===== config.mk =====
export PLATFORM = sky130hd
export DESIGN_NAME = dfp_arbiter
export DESIGN_NICKNAME = d
export VERILOG_FILES = /design/src/rtl/dfp_arbiter.sv
export SDC_FILE = /design/constraint.sdc
export NUM_CORES = 1
export LEC_CHECK = 0
export CAP_MARGIN = 10
export CORE_AREA = 10 10 660 662
export CTS_CLUSTER_SIZE = 28
export DETAILED_ROUTE_END_ITERATION = 8
export DIE_AREA = 0 0 670 672
export GPL_ROUTABILITY_DRIVEN = 0
export PLACE_DENSITY = 0.3
export SYNTH_ARGS = -nofsm -noshare
export SYNTH_HDL_FRONTEND = slang
export SYNTH_SLANG_ARGS = --single-unit
export TNS_END_PERCENT = 30

===== constraint.sdc =====
create_clock -name clk -period 29.2 [get_ports clk]
set_input_delay 5.84 -clock clk [delete_from_list [all_inputs] [get_ports clk]]
set_output_delay 5.84 -clock clk [all_outputs]
set_load 0.02 [all_outputs]

===== src/rtl/dfp_arbiter.sv =====
// Shares one cacheline memory port among NUM_REQ cache dfp_* ports; one transaction in flight at a time.
// Define DFP_ARB_RR_EN for round-robin priority; otherwise the lowest requester index wins.
module dfp_arbiter #(
  parameter int NUM_REQ = 2,
  parameter int CNT_W   = 32
) (
  input  logic                clk,
  input  logic                rst,
  input  logic [31:0]         req_addr  [NUM_REQ],
  input  logic                req_read  [NUM_REQ],
  input  logic                req_write [NUM_REQ],
  input  logic [255:0]        req_wdata [NUM_REQ],
  output logic [255:0]        req_rdata [NUM_REQ],
  output logic                req_resp  [NUM_REQ],
  output logic [31:0]         mem_addr,
  output logic                mem_read,
  output logic                mem_write,
  output logic [255:0]        mem_wdata,
  input  logic [255:0]        mem_rdata,
  input  logic                mem_resp,
  output logic [CNT_W-1:0]    grant_cnt [NUM_REQ],
  output logic                busy
);

  localparam int GW = (NUM_REQ > 1) ? $clog2(NUM_REQ) : 1;

  typedef enum logic {IDLE, BUSY} state_e;

  state_e               state_q, state_d;
  logic [GW-1:0]        gnt_q, gnt_d;
  logic [GW-1:0]        last_q, last_d;
  logic [NUM_REQ-1:0]   mask_q, mask_d;
  logic [31:0]          mem_addr_q, mem_addr_d;
  logic [255:0]         mem_wdata_q, mem_wdata_d;
  logic                 mem_read_q, mem_read_d;
  logic                 mem_write_q, mem_write_d;
  logic [CNT_W-1:0]     cnt_q [NUM_REQ];
  logic [CNT_W-1:0]     cnt_d [NUM_REQ];

  logic [NUM_REQ-1:0]   valid;
  logic [GW-1:0]        win;
  logic                 win_vld;
  int                   idx;

  // Winner selection; a requester served on the previous edge is masked for one IDLE cycle.
  always_comb begin
    valid   = '0;
    win     = '0;
    win_vld = 1'b0;
    idx     = 0;
    for (int i = 0; i < NUM_REQ; i++) begin
      valid[i] = (req_read[i] | req_write[i]) & ~mask_q[i];
    end
`ifdef DFP_ARB_RR_EN
    for (int k = 1; k <= NUM_REQ; k++) begin
      idx = int'(last_q) + k;
      if (idx >= NUM_REQ) idx = idx - NUM_REQ;
      if (!win_vld && valid[GW'(idx)]) begin
        win_vld = 1'b1;
        win     = GW'(idx);
      end
    end
`else
    for (int i = NUM_REQ - 1; i >= 0; i--) begin
      if (valid[i]) begin
        win_vld = 1'b1;
        win     = GW'(i);
      end
    end
`endif
  end

  always_comb begin
    state_d     = state_q;
    gnt_d       = gnt_q;
    last_d      = last_q;
    mask_d      = '0;
    mem_addr_d  = mem_addr_q;
    mem_wdata_d = mem_wdata_q;
    mem_read_d  = mem_read_q;
    mem_write_d = mem_write_q;
    cnt_d       = cnt_q;
    unique case (state_q)
      IDLE: begin
        if (win_vld) begin
          state_d     = BUSY;
          gnt_d       = win;
          mem_addr_d  = {req_addr[win][31:5], 5'b0};
          mem_wdata_d = req_wdata[win];
          mem_write_d = req_write[win];
          mem_read_d  = req_read[win] & ~req_write[win];
        end
      end
      BUSY: begin
        if (mem_resp) begin
          state_d        = IDLE;
          mem_read_d     = 1'b0;
          mem_write_d    = 1'b0;
          last_d         = gnt_q;
          mask_d[gnt_q]  = 1'b1;
          if (cnt_q[gnt_q] != {CNT_W{1'b1}}) cnt_d[gnt_q] = cnt_q[gnt_q] + 1'b1;
        end
      end
      default: state_d = IDLE;
    endcase
  end

  always_ff @(posedge clk or posedge rst) begin
    if (rst) begin
      state_q     <= IDLE;
      gnt_q       <= '0;
      last_q      <= GW'(NUM_REQ - 1);
      mask_q      <= '0;
      mem_addr_q  <= '0;
      mem_wdata_q <= '0;
      mem_read_q  <= 1'b0;
      mem_write_q <= 1'b0;
      cnt_q       <= '{default: '0};
    end else begin
      state_q     <= state_d;
      gnt_q       <= gnt_d;
      last_q      <= last_d;
      mask_q      <= mask_d;
      mem_addr_q  <= mem_addr_d;
      mem_wdata_q <= mem_wdata_d;
      mem_read_q  <= mem_read_d;
      mem_write_q <= mem_write_d;
      cnt_q       <= cnt_d;
    end
  end

  // Completion is combinational so the cache sees it in the same cycle as mem_resp.
  always_comb begin
    for (int i = 0; i < NUM_REQ; i++) begin
      req_resp[i]  = (state_q == BUSY) && mem_resp && (gnt_q == GW'(i));
      req_rdata[i] = mem_rdata;
      grant_cnt[i] = cnt_q[i];
    end
  end

  assign mem_addr  = mem_addr_q;
  assign mem_wdata = mem_wdata_q;
  assign mem_read  = mem_read_q;
  assign mem_write = mem_write_q;
  assign busy      = (state_q == BUSY);

endmodule


==> results of run 1 <==
## power groups by stage
stage / clock network, W / logic [W] / registers (W)
after floorplan: 0 / 0.000354 / 0.000866
after global placement: 0 / 0.00110 / 0.000717
after detailed placement: 0 / 0.00110 / 0.000722
after CTS: 0.000816 / 0.00110 / 0.000715
after global routing: 0.000821 / 0.00112 / 0.000732
final: 0.000764 / 0.00104 / 0.000712
## path summary, 6_finish.rpt
kind | to | slack [ps] | cells after the start
max in group asynchronous | mem_wdata[77]$_DFFE_PP0P_ | 20750 | 6
min in group asynchronous | mem_wdata[228]$_DFFE_PP0P_ | 5530 | 2
hold reg to reg | grant_cnt[19]$_DFFE_PP0P_ | 500 | 1
setup reg to reg | mem_wdata[148]$_DFFE_PP0P_ | 24660 | 8
hold / removal | grant_cnt[19]$_DFFE_PP0P_ | 500 | 1
setup / recovery | req_resp[0] | 15880 | 4
## through the flow
step	hold WS, ps	instance area (um^2)
finish	504	34600
global route	525	34600
CTS	506	34500
detailed placement	501	32500
global placement	502	32500
floorplan	599	20300
## cells in the final DEF (no fill, tap or decap), types with 3 or more instances in the layout
cell type	synthesis	final
a222oi_1	3	3
mux2i_1	290	290
and3_1	5	5
clkbuf_16	0	59
xor2_1	23	23
a21oi_1	288	287
dfrtp_1	353	353
a21o_1	3	3
nand3_1	27	27
clkinv_2	0	8
nor2_1	304	304
inv_1	4	3
clkinv_4	0	3
bufinv_16	0	6
a22oi_1	4	4
clkbuf_8	0	12
conb_1	1	5
clkdlybuf4s50_1	0	916
nand4_1	6	6
mux2_2	4	4
o21ai_0	15	15
a31oi_1	3	3
diode_2	0	26
nor3_1	3	3
clkinvlp_4	0	4
nand3b_1	13	13
clkbuf_1	67	14
nand4b_1	3	3
buf_4	519	28
nor4_1	3	3
nand2_1	64	64
xnor2_1	34	34
## cells by family (layout without fill, tap and decap cells)
family / after synthesis / in the layout / share of synthesized area (%)
simple gates: 439 / 439 / 9.07
buf+inv: 629 / 1058 / 21.4
xor+xnor: 57 / 57 / 2.46
other cells: 1 / 31 / 0.0185
flops: 353 / 353 / 43.5
compound gates: 335 / 335 / 8.93
mux: 294 / 294 / 14.5
fa+ha+maj: 1 / 1 / 0.0616
## sequential cells by signal (all words and copies together), names as in the netlist
| signal | flops |
|---|---|
| busy | 1 |
| mem_addr | 27 |
| mem_read | 1 |
| mem_write | 1 |
| mask_q | 2 |
| grant_cnt | 64 |
| gnt_q | 1 |
| mem_wdata | 256 |
## critical path: cells and delay by family
family	cells	cell delay, ps
buffers and inverters	3	1450
AND/OR/NAND/NOR	1	180
## cells in the mapped netlist (all sizes together), types with 5 or more instances
| cell | number |
|---|---|
| nand2 | 64 |
| clkbuf | 67 |
| xnor2 | 34 |
| and3 | 5 |
| mux2i | 290 |
| nand3 | 27 |
| xor2 | 23 |
| dfrtp | 353 |
| nand4 | 6 |
| nand3b | 13 |
| buf | 558 |
| o21ai | 18 |
| nor2 | 304 |
| a21oi | 289 |
## routing by layer
layer / vias up / routed length, um
met4: 124 / 9970
met1: 8324 / 83900
met3: 593 / 37100
met2: 1568 / 111000
met5: - / 996
li1: 7385 / -
## area by class of cell
cell class,instances,area (um^2)
antenna,26,65.1
clock buffer,85,1690
clock inverter,23,327
fill,49300,388000
inverter,4,22.5
multi-input combinational,1131,7150
sequential,353,8830
tap,5663,7090
timing repair buffer,946,9420
==> metrics.csv, run 1 <==
metric;value;unit
status;complete, no violations;
Clock Tree Buf Depth;3;
fin nets;3334;
synth unique cells;48;
CP max stage cell;clkdlybuf4s50_1;
DRT antenna net count;0;
M1 GR Usage;10.3;%
TNS Setup;0;ps
HP Start;grant_cnt[19]$_DFFE_PP0P_;
clk_lat worst skew;800;ps
Crit path top cell by count;clkdlybuf4s50_1;
CTS Buf Count;58;
clk sink count;353;
Tmin final;13320;ps
Startpoint Class;input port;
worst-path cell chain;clkdlybuf4s50_1 -> nand3_1 -> inv_1 -> clkdlybuf4s50_1;
final worst-path cycle share;45.6;%
Top Ports;1708;
synth-to-layout area growth;70.4;%
Yosys warnings;0;
Area contributors post-synth;dfrtp_1 (44%), buf_4 (19%), mux2i_1 (14%);
GR peak layer;met2;
worst endpoint data arrival time;7480;ps
worst vdd ir;0.0000482;V
DR DRC count;0;
LEAKAGE;11.4;nW
Switching Fraction;41.2;%
largest net degree at the start of global routing;166;
vias in the first global route;18200;
chip width;670;um
final core occ;8.19;%
Post-synth EDFFs;0;
worst stage delay on the critical path;690;ps
routing usage on met3;7.41;%
Avg Cell Area, Syn;9.62;um^2
Setup Buffers After CTS;0;
Congestion Overflow GR;0;
RSZ-0062 raised after global routing;no;
core area;0.422;mm^2
sequential share of the synthesized area;43.5;%
FF-to-FF Start;mask_q[1]$_DFF_PP0_;
setup ws final;15880;ps
Synth top area share;43.5;%
clock-pin slew on the worst setup and hold paths;50;ps
Slew headroom;18.8;%
hold violation count in the final report;0;
#FFs+latches synth;353;
Finish-stage setup viols;0;
Root Buffer;clkbuf_16;
CTS resizes;0;
clk_skew;59.3;ps
Final HPWL DP;219;mm
Setup WS pre-CTS;15870;ps
Iteration-0 DRC Markers;1037;
combinational share of power;41.3;%
critical path class;input port to primary output;
net switching power;0.00104;W
initial antenna violation count;219;
hold_buf cts;0;
ys async rst share;100;%
WL final;243;mm
Die Y;672;um
Initial Utilization;4.81;%
crit path launch;mem_resp;
GR Util All Layers;10.3;%
PD cells;72.7;mW/mm^2
worst-margin pin slew;1180;ps
WL/cell;29.5;um
CTS H-Tree Depth;2;
Clk pwr share;30.4;%
power consumption;0.00252;W
M2 GR Usage;16.8;%
worst-path maximum fanout;4;
P_int;0.00148;W
DR vias;18000;
max-slew violations;0;
DP Cell Count;8097;
WP data required;23360;ps
max frequency;75.1;MHz
fin cells;8231;
Mapped Area;0.0203;mm^2
CTS tree;built;
top_reg_cell synth;dfrtp_1;
PortBufs;924;
number of cell rows;239;
worst hold path class;register to register;
largest area contributor in the netlist;dfrtp_1;
Pre-Repair DR Iteration Count;5;
power share of the sequential group;28.3;%
first-pass GRT wire length;286;mm
Vias/cell;2.19;
total die area;0.450;mm^2
CP Capture Type;primary output;
share of cells above drive strength 1;5.39;%
max cap viols;0;
Syn Inst Count;2109;
Note: power is estimated with default switching activity, not from simulation.
==> run 2: changes to the inputs <==
CORE_AREA = 10 10 662 664   (was 10 10 660 662)
DIE_AREA = 0 0 672 674   (was 0 0 670 672)
clock period = 11.2 ns   (was 29.2 ns; I/O delays follow)
==> metrics.csv, run 2 (synthesis gave the netlist of run 1 again) <==
metric;value;unit;change
status;complete, no violations;;unchanged
Pre-Repair DR Iteration Count;5;;unchanged
FF-to-FF Start;gnt_q$_DFFE_PP0P_;;was mask_q[1]$_DFF_PP0_
CTS H-Tree Depth;2;;unchanged
Setup WS pre-CTS;5040;ps;was 15870 ps
max-slew violations;0;;unchanged
commonest non-fill, non-tap cell in the layout;clkdlybuf4s50_1;;unchanged
chip width;672;um;was 670 um
CTS Buf Count;59;;was 58
Startpoint Class;input port;;unchanged
worst hold slack;500;ps;was 504 ps
DRT antenna net count;0;;unchanged
Final HPWL DP;217;mm;was 219 mm
worst endpoint data arrival time;3910;ps;was 7480 ps
critical path class;input port to primary output;;unchanged
crit path launch;mem_resp;;unchanged
Die Y;674;um;was 672 um
Root Buffer;clkbuf_16;;unchanged
net switching power;0.00269;W;was 0.00104 W
WP data required;8960;ps;was 23360 ps
clk_skew;52.6;ps;was 59.3 ps
clk_lat worst skew;790;ps;was 800 ps
Congestion Overflow GR;0;;unchanged
share of cells above drive strength 1;5.32;%;was 5.39%
Tmin final;6150;ps;
max cap viols;0;;unchanged
initial antenna violation count;238;;was 219
Critical Path End;req_resp[0];;unchanged
Setup Buffers After CTS;0;;unchanged
Initial Utilization;4.77;%;was 4.81%
Switching Fraction;41.1;%;was 41.2%
DR vias;17900;;was 18.0k
internal reg-to-reg setup slack;7550;ps;was 24660 ps
P_int;0.00384;W;was 0.00148 W
Slew headroom;2.46;%;was 18.8%
largest net degree at the start of global routing;176;;was 166
fillcell total;49600;;was 49.3k
Finish-stage setup viols;0;;unchanged
worst reg2reg path depth;8;;unchanged
WL final;244;mm;was 243 mm
combinational share of power;40.8;%;was 41.3%
hold violation count in the final report;0;;unchanged
worst-path maximum fanout;4;;unchanged
clk sink count;353;;unchanged
Vias/cell;2.16;;was 2.19
setup ws final;5050;ps;was 15880 ps
worst hold path class;register to register;;unchanged
LEAKAGE;11.4;nW;about the same
synth-to-layout area growth;70.8;%;was 70.4%
PD cells;188;mW/mm^2;was 72.7 mW/mm^2
PortBufs;924;;unchanged
hold_buf cts;0;;unchanged
vias in the first global route;18100;;was 18.2k
CP Capture Type;primary output;;unchanged
Top Ports;1708;;unchanged
total die area;0.453;mm^2;was 0.450 mm^2
worst-margin pin slew;1420;ps;was 1180 ps
reg2reg end;grant_cnt[50]$_DFFE_PP0P_;;was mem_wdata[148]$_DFFE_PP0P_
Clock Tree Buf Depth;3;;unchanged
power share of the sequential group;28.2;%;was 28.3%
RSZ-0062 raised after global routing;no;;unchanged
max FFs per register;256;;unchanged
number of cell rows;240;;was 239
CTS resizes;0;;unchanged
Clk pwr share;31.0;%;was 30.4%
GR Util All Layers;10.3;%;about the same
first-pass GRT wire length;285;mm;was 286 mm
worst vdd ir;0.000153;V;was 0.0000482 V
fin nets;3331;;was 3334
final worst-path cycle share;54.9;%;
DR DRC count;0;;unchanged
core area;0.426;mm^2;was 0.422 mm^2
Iteration-0 DRC Markers;823;;was 1037
commonest non-fill, non-tap cells in the layout;clkdlybuf4s50_1 (920), dfrtp_1 (353), nor2_1 (304);;was clkdlybuf4s50_1 (916), dfrtp_1 (353), nor2_1 (304)
max frequency;163;MHz;
WL/cell;29.5;um;about the same
clock-pin slew on the worst setup and hold paths;50;ps;about the same
CTS tree;built;;unchanged
TNS Setup;0;ps;unchanged
[run 2: layout make-up]
cell class / count / area [um^2] / area share, %
timing repair buffer: 942 / 9460 / 27.3
clock inverter: 29 / 324 / 0.935
inverter: 4 / 18.8 / 0.0541
antenna: 33 / 82.6 / 0.238
tap: 5687 / 7120 / 20.5
clock buffer: 80 / 1680 / 4.83
sequential: 353 / 8830 / 25.5
multi-input combinational: 1131 / 7150 / 20.6
[run 2: worst max-delay path: stages]
cell,delay [ps]
clkdlybuf4s50_1,490
nand3_1,200
inv_1,250
clkdlybuf4s50_1,710
[run 2: through the flow]
step	cells	power [W]	cell area, um^2	utilization, %
after floorplan	2113	0.00318	20300	-
after global placement	8117	0.00465	32600	7.66
after detailed placement	8117	0.00465	32600	7.66
after CTS	8226	0.00683	34600	8.13
after global routing	8237	0.00691	34600	8.13
final	8259	0.00653	34700	8.15
[run 2: power by group through the flow]
stage                     Combinational (W)  Clock [W]  Sequential, W
after floorplan                    0.000922          0        0.00226
after global placement              0.00279          0        0.00185
after detailed placement            0.00279          0        0.00186
after CTS                           0.00280    0.00218        0.00184
after global routing                0.00284    0.00219        0.00189
final                               0.00266    0.00203        0.00184
[run 2: worst min-delay path by stage]
stage | start | to | slack (ps) | depth (start not counted)
after floorplan | grant_cnt[19]$_DFFE_PP0P_ | grant_cnt[19]$_DFFE_PP0P_ | 600 | 1
after global placement | grant_cnt[31]$_DFFE_PP0P_ | grant_cnt[31]$_DFFE_PP0P_ | 490 | 1
after detailed placement | grant_cnt[63]$_DFFE_PP0P_ | grant_cnt[63]$_DFFE_PP0P_ | 490 | 1
after CTS | grant_cnt[63]$_DFFE_PP0P_ | grant_cnt[63]$_DFFE_PP0P_ | 500 | 1
after global routing | grant_cnt[63]$_DFFE_PP0P_ | grant_cnt[63]$_DFFE_PP0P_ | 530 | 1
final | grant_cnt[63]$_DFFE_PP0P_ | grant_cnt[63]$_DFFE_PP0P_ | 500 | 1
[run 2: metal layers]
metal	part of all wire, %	vias to the layer above	global-route usage, %
met4	4.3	136	3.51
met1	33	8154	9.99
met5	0.41	-	0.126
met2	45	1542	16.5
li1	-	7393	-
met3	17	652	8.10
==> run 3: changes to the inputs <==
clock period = 5.1 ns   (was 11.2 ns; I/O delays follow)
==> metrics.csv, run 3 (synthesis gave the netlist of run 1 again) <==
metric;value;unit;change
critical path class;register to primary output;;was input port to primary output
initial antenna violation count;242;;was 238
Die Y;674;um;unchanged
clk_lat worst skew;730;ps;was 790 ps
final worst-path cycle share;73.7;%;
Initial Utilization;4.77;%;unchanged
largest delay contributor family on the critical path;buffers and inverters;;unchanged
max-slew violations;0;;unchanged
worst hold endpoint;grant_cnt[63]$_DFFE_PP0P_;;unchanged
total die area;0.453;mm^2;unchanged
reg2reg end;grant_cnt[31]$_DFFE_PP0P_;;was grant_cnt[50]$_DFFE_PP0P_
WP buf/inv;3;;unchanged
Clock Tree Buf Depth;3;;unchanged
Startpoint Class;register;;was input port
clk sink count;353;;unchanged
share of cells above drive strength 1;5.66;%;was 5.32%
RSZ-0062 raised after global routing;no;;unchanged
M1 GR Usage;10.2;%;was 9.99%
CP Capture Type;primary output;;unchanged
core area;0.426;mm^2;unchanged
Pre-Repair DR Iteration Count;5;;unchanged
FF-to-FF Start;gnt_q$_DFFE_PP0P_;;unchanged
Slew headroom;26.0;%;was 2.46%
Top Ports;1708;;unchanged
GR Util All Layers;10.3;%;about the same
PortBufs;924;;unchanged
CTS H-Tree Depth;2;;unchanged
Finish-stage setup viols;0;;unchanged
LEAKAGE;11.6;nW;was 11.4 nW
DR DRC count;0;;unchanged
worst-margin pin slew;1110;ps;was 1420 ps
worst reg2reg path depth;7;;was 8
CTS tree;built;;unchanged
GR peak layer;met2;;unchanged
hold violation count in the final report;0;;unchanged
DRT antenna net count;0;;unchanged
clock-pin slew on the worst setup and hold paths;60;ps;was 50 ps
worst hold path class;register to register;;unchanged
largest net degree at the start of global routing;126;;was 176
TNS Setup;0;ps;unchanged
worst stage delay on the critical path;710;ps;about the same
max cap viols;0;;unchanged
synth-to-layout area growth;71.8;%;was 70.8%
worst vdd ir;0.000255;V;was 0.000153 V
Final HPWL DP;218;mm;was 217 mm
CP max stage cell;clkdlybuf4s50_1;;unchanged
status;complete, no violations;;unchanged
worst-path maximum fanout;31;;was 4
max frequency;266;MHz;
HP Start;grant_cnt[63]$_DFFE_PP0P_;;unchanged
hold_buf cts;0;;unchanged
max FFs per register;256;;unchanged
Setup Buffers After CTS;0;;unchanged
Root Buffer;clkbuf_16;;unchanged
WP data required;4080;ps;was 8960 ps
M2 GR Usage;16.6;%;was 16.5%
vias in the first global route;18200;;was 18.1k
worst-path cell chain;buf_4 -> nand3_1 -> inv_1 -> clkdlybuf4s50_1;;was clkdlybuf4s50_1 -> nand3_1 -> inv_1 -> clkdlybuf4s50_1
Iteration-0 DRC Markers;963;;was 823
WL final;244;mm;about the same
Vias/cell;2.18;;was 2.16
WL/cell;29.5;um;about the same
first-pass GRT wire length;285;mm;about the same
worst endpoint data arrival time;2740;ps;was 3910 ps
PD cells;414;mW/mm^2;was 188 mW/mm^2
chip width;672;um;unchanged
commonest non-fill, non-tap cells in the layout;clkdlybuf4s50_1 (920), dfrtp_1 (353), nor2_1 (304);;unchanged
DR vias;18000;;was 17.9k
fin nets;3344;;was 3331
CTS Buf Count;56;;was 59
internal reg-to-reg setup slack;1850;ps;was 7550 ps
number of cell rows;240;;unchanged
fin cells;8264;;was 8259
Congestion Overflow GR;0;;unchanged
WHS Path Cells;1;;unchanged
commonest non-fill, non-tap cell in the layout;clkdlybuf4s50_1;;unchanged
clk_skew;34.4;ps;was 52.6 ps
routing usage on met3;7.96;%;was 8.10%
CTS resizes;0;;unchanged
Tmin final;3760;ps;
worst hold slack;510;ps;was 500 ps
DP Cell Count;8133;;was 8117
run 3: final cells by class:
type | count | area [um^2]
diodes | 31 | 77.6
clock buffers | 71 | 1540
clock inverters | 29 | 482
fillers | 49600 | 391000
inverters | 4 | 18.8
multi-input cells | 1131 | 7150
flip-flops and latches | 353 | 8830
well taps | 5687 | 7120
repair buffers | 958 | 9660
run 3: per-stage QoR:
stage	area, um^2	util (%)	total power [W]	setup slack [ps]
after global placement	32800	7.70	0.0103	1360
after global routing	34800	8.18	0.0153	1090
final	34900	8.20	0.0144	1340
after detailed placement	32800	7.70	0.0103	1350
after CTS	34800	8.18	0.0151	1160
after floorplan	20300	-	0.00698	-648
run 3: worst max-delay path by stage:
stage                       from                          to  slack [ps]  depth (start not counted)
6_report       gnt_q$_DFFE_PP0P_                 req_resp[0]        1340                          4
5_1_grt        gnt_q$_DFFE_PP0P_                 req_resp[0]        1090                          4
4_1_cts        gnt_q$_DFFE_PP0P_                 req_resp[0]        1160                          4
3_5_place_dp        req_write[1]  mem_wdata[174]$_DFFE_PP0P_        1350                          7
3_3_place_gp        req_write[1]  mem_wdata[174]$_DFFE_PP0P_        1360                          7
2_1_floorplan                rst              busy$_DFF_PP0_        -650                          1
run 3: routing by layer:
layer	wire length [um]	vias to the layer above	share of wire, %
met5	1090	-	0.44
met4	9920	136	4.1
met3	40800	647	17
met2	110000	1522	45
met1	81900	8274	34
li1	-	7409	-
run 3: report_power, final:
group | switching [W] | internal (W)
clock | 0.00176 | 0.00272
sequential | 0.000516 | 0.00356
combinational | 0.00352 | 0.00236
total | 0.00580 | 0.00864
run 3: worst reg2reg max path, delay by kind of cell, from the launching register on:
kind                   cells  cell delay, ps
AO/OA/AOI/OAI              2            1170
XOR/XNOR                   1             170
buffers and inverters      1             390
flip-flops                 1             500
AND/OR/NAND/NOR            3             900
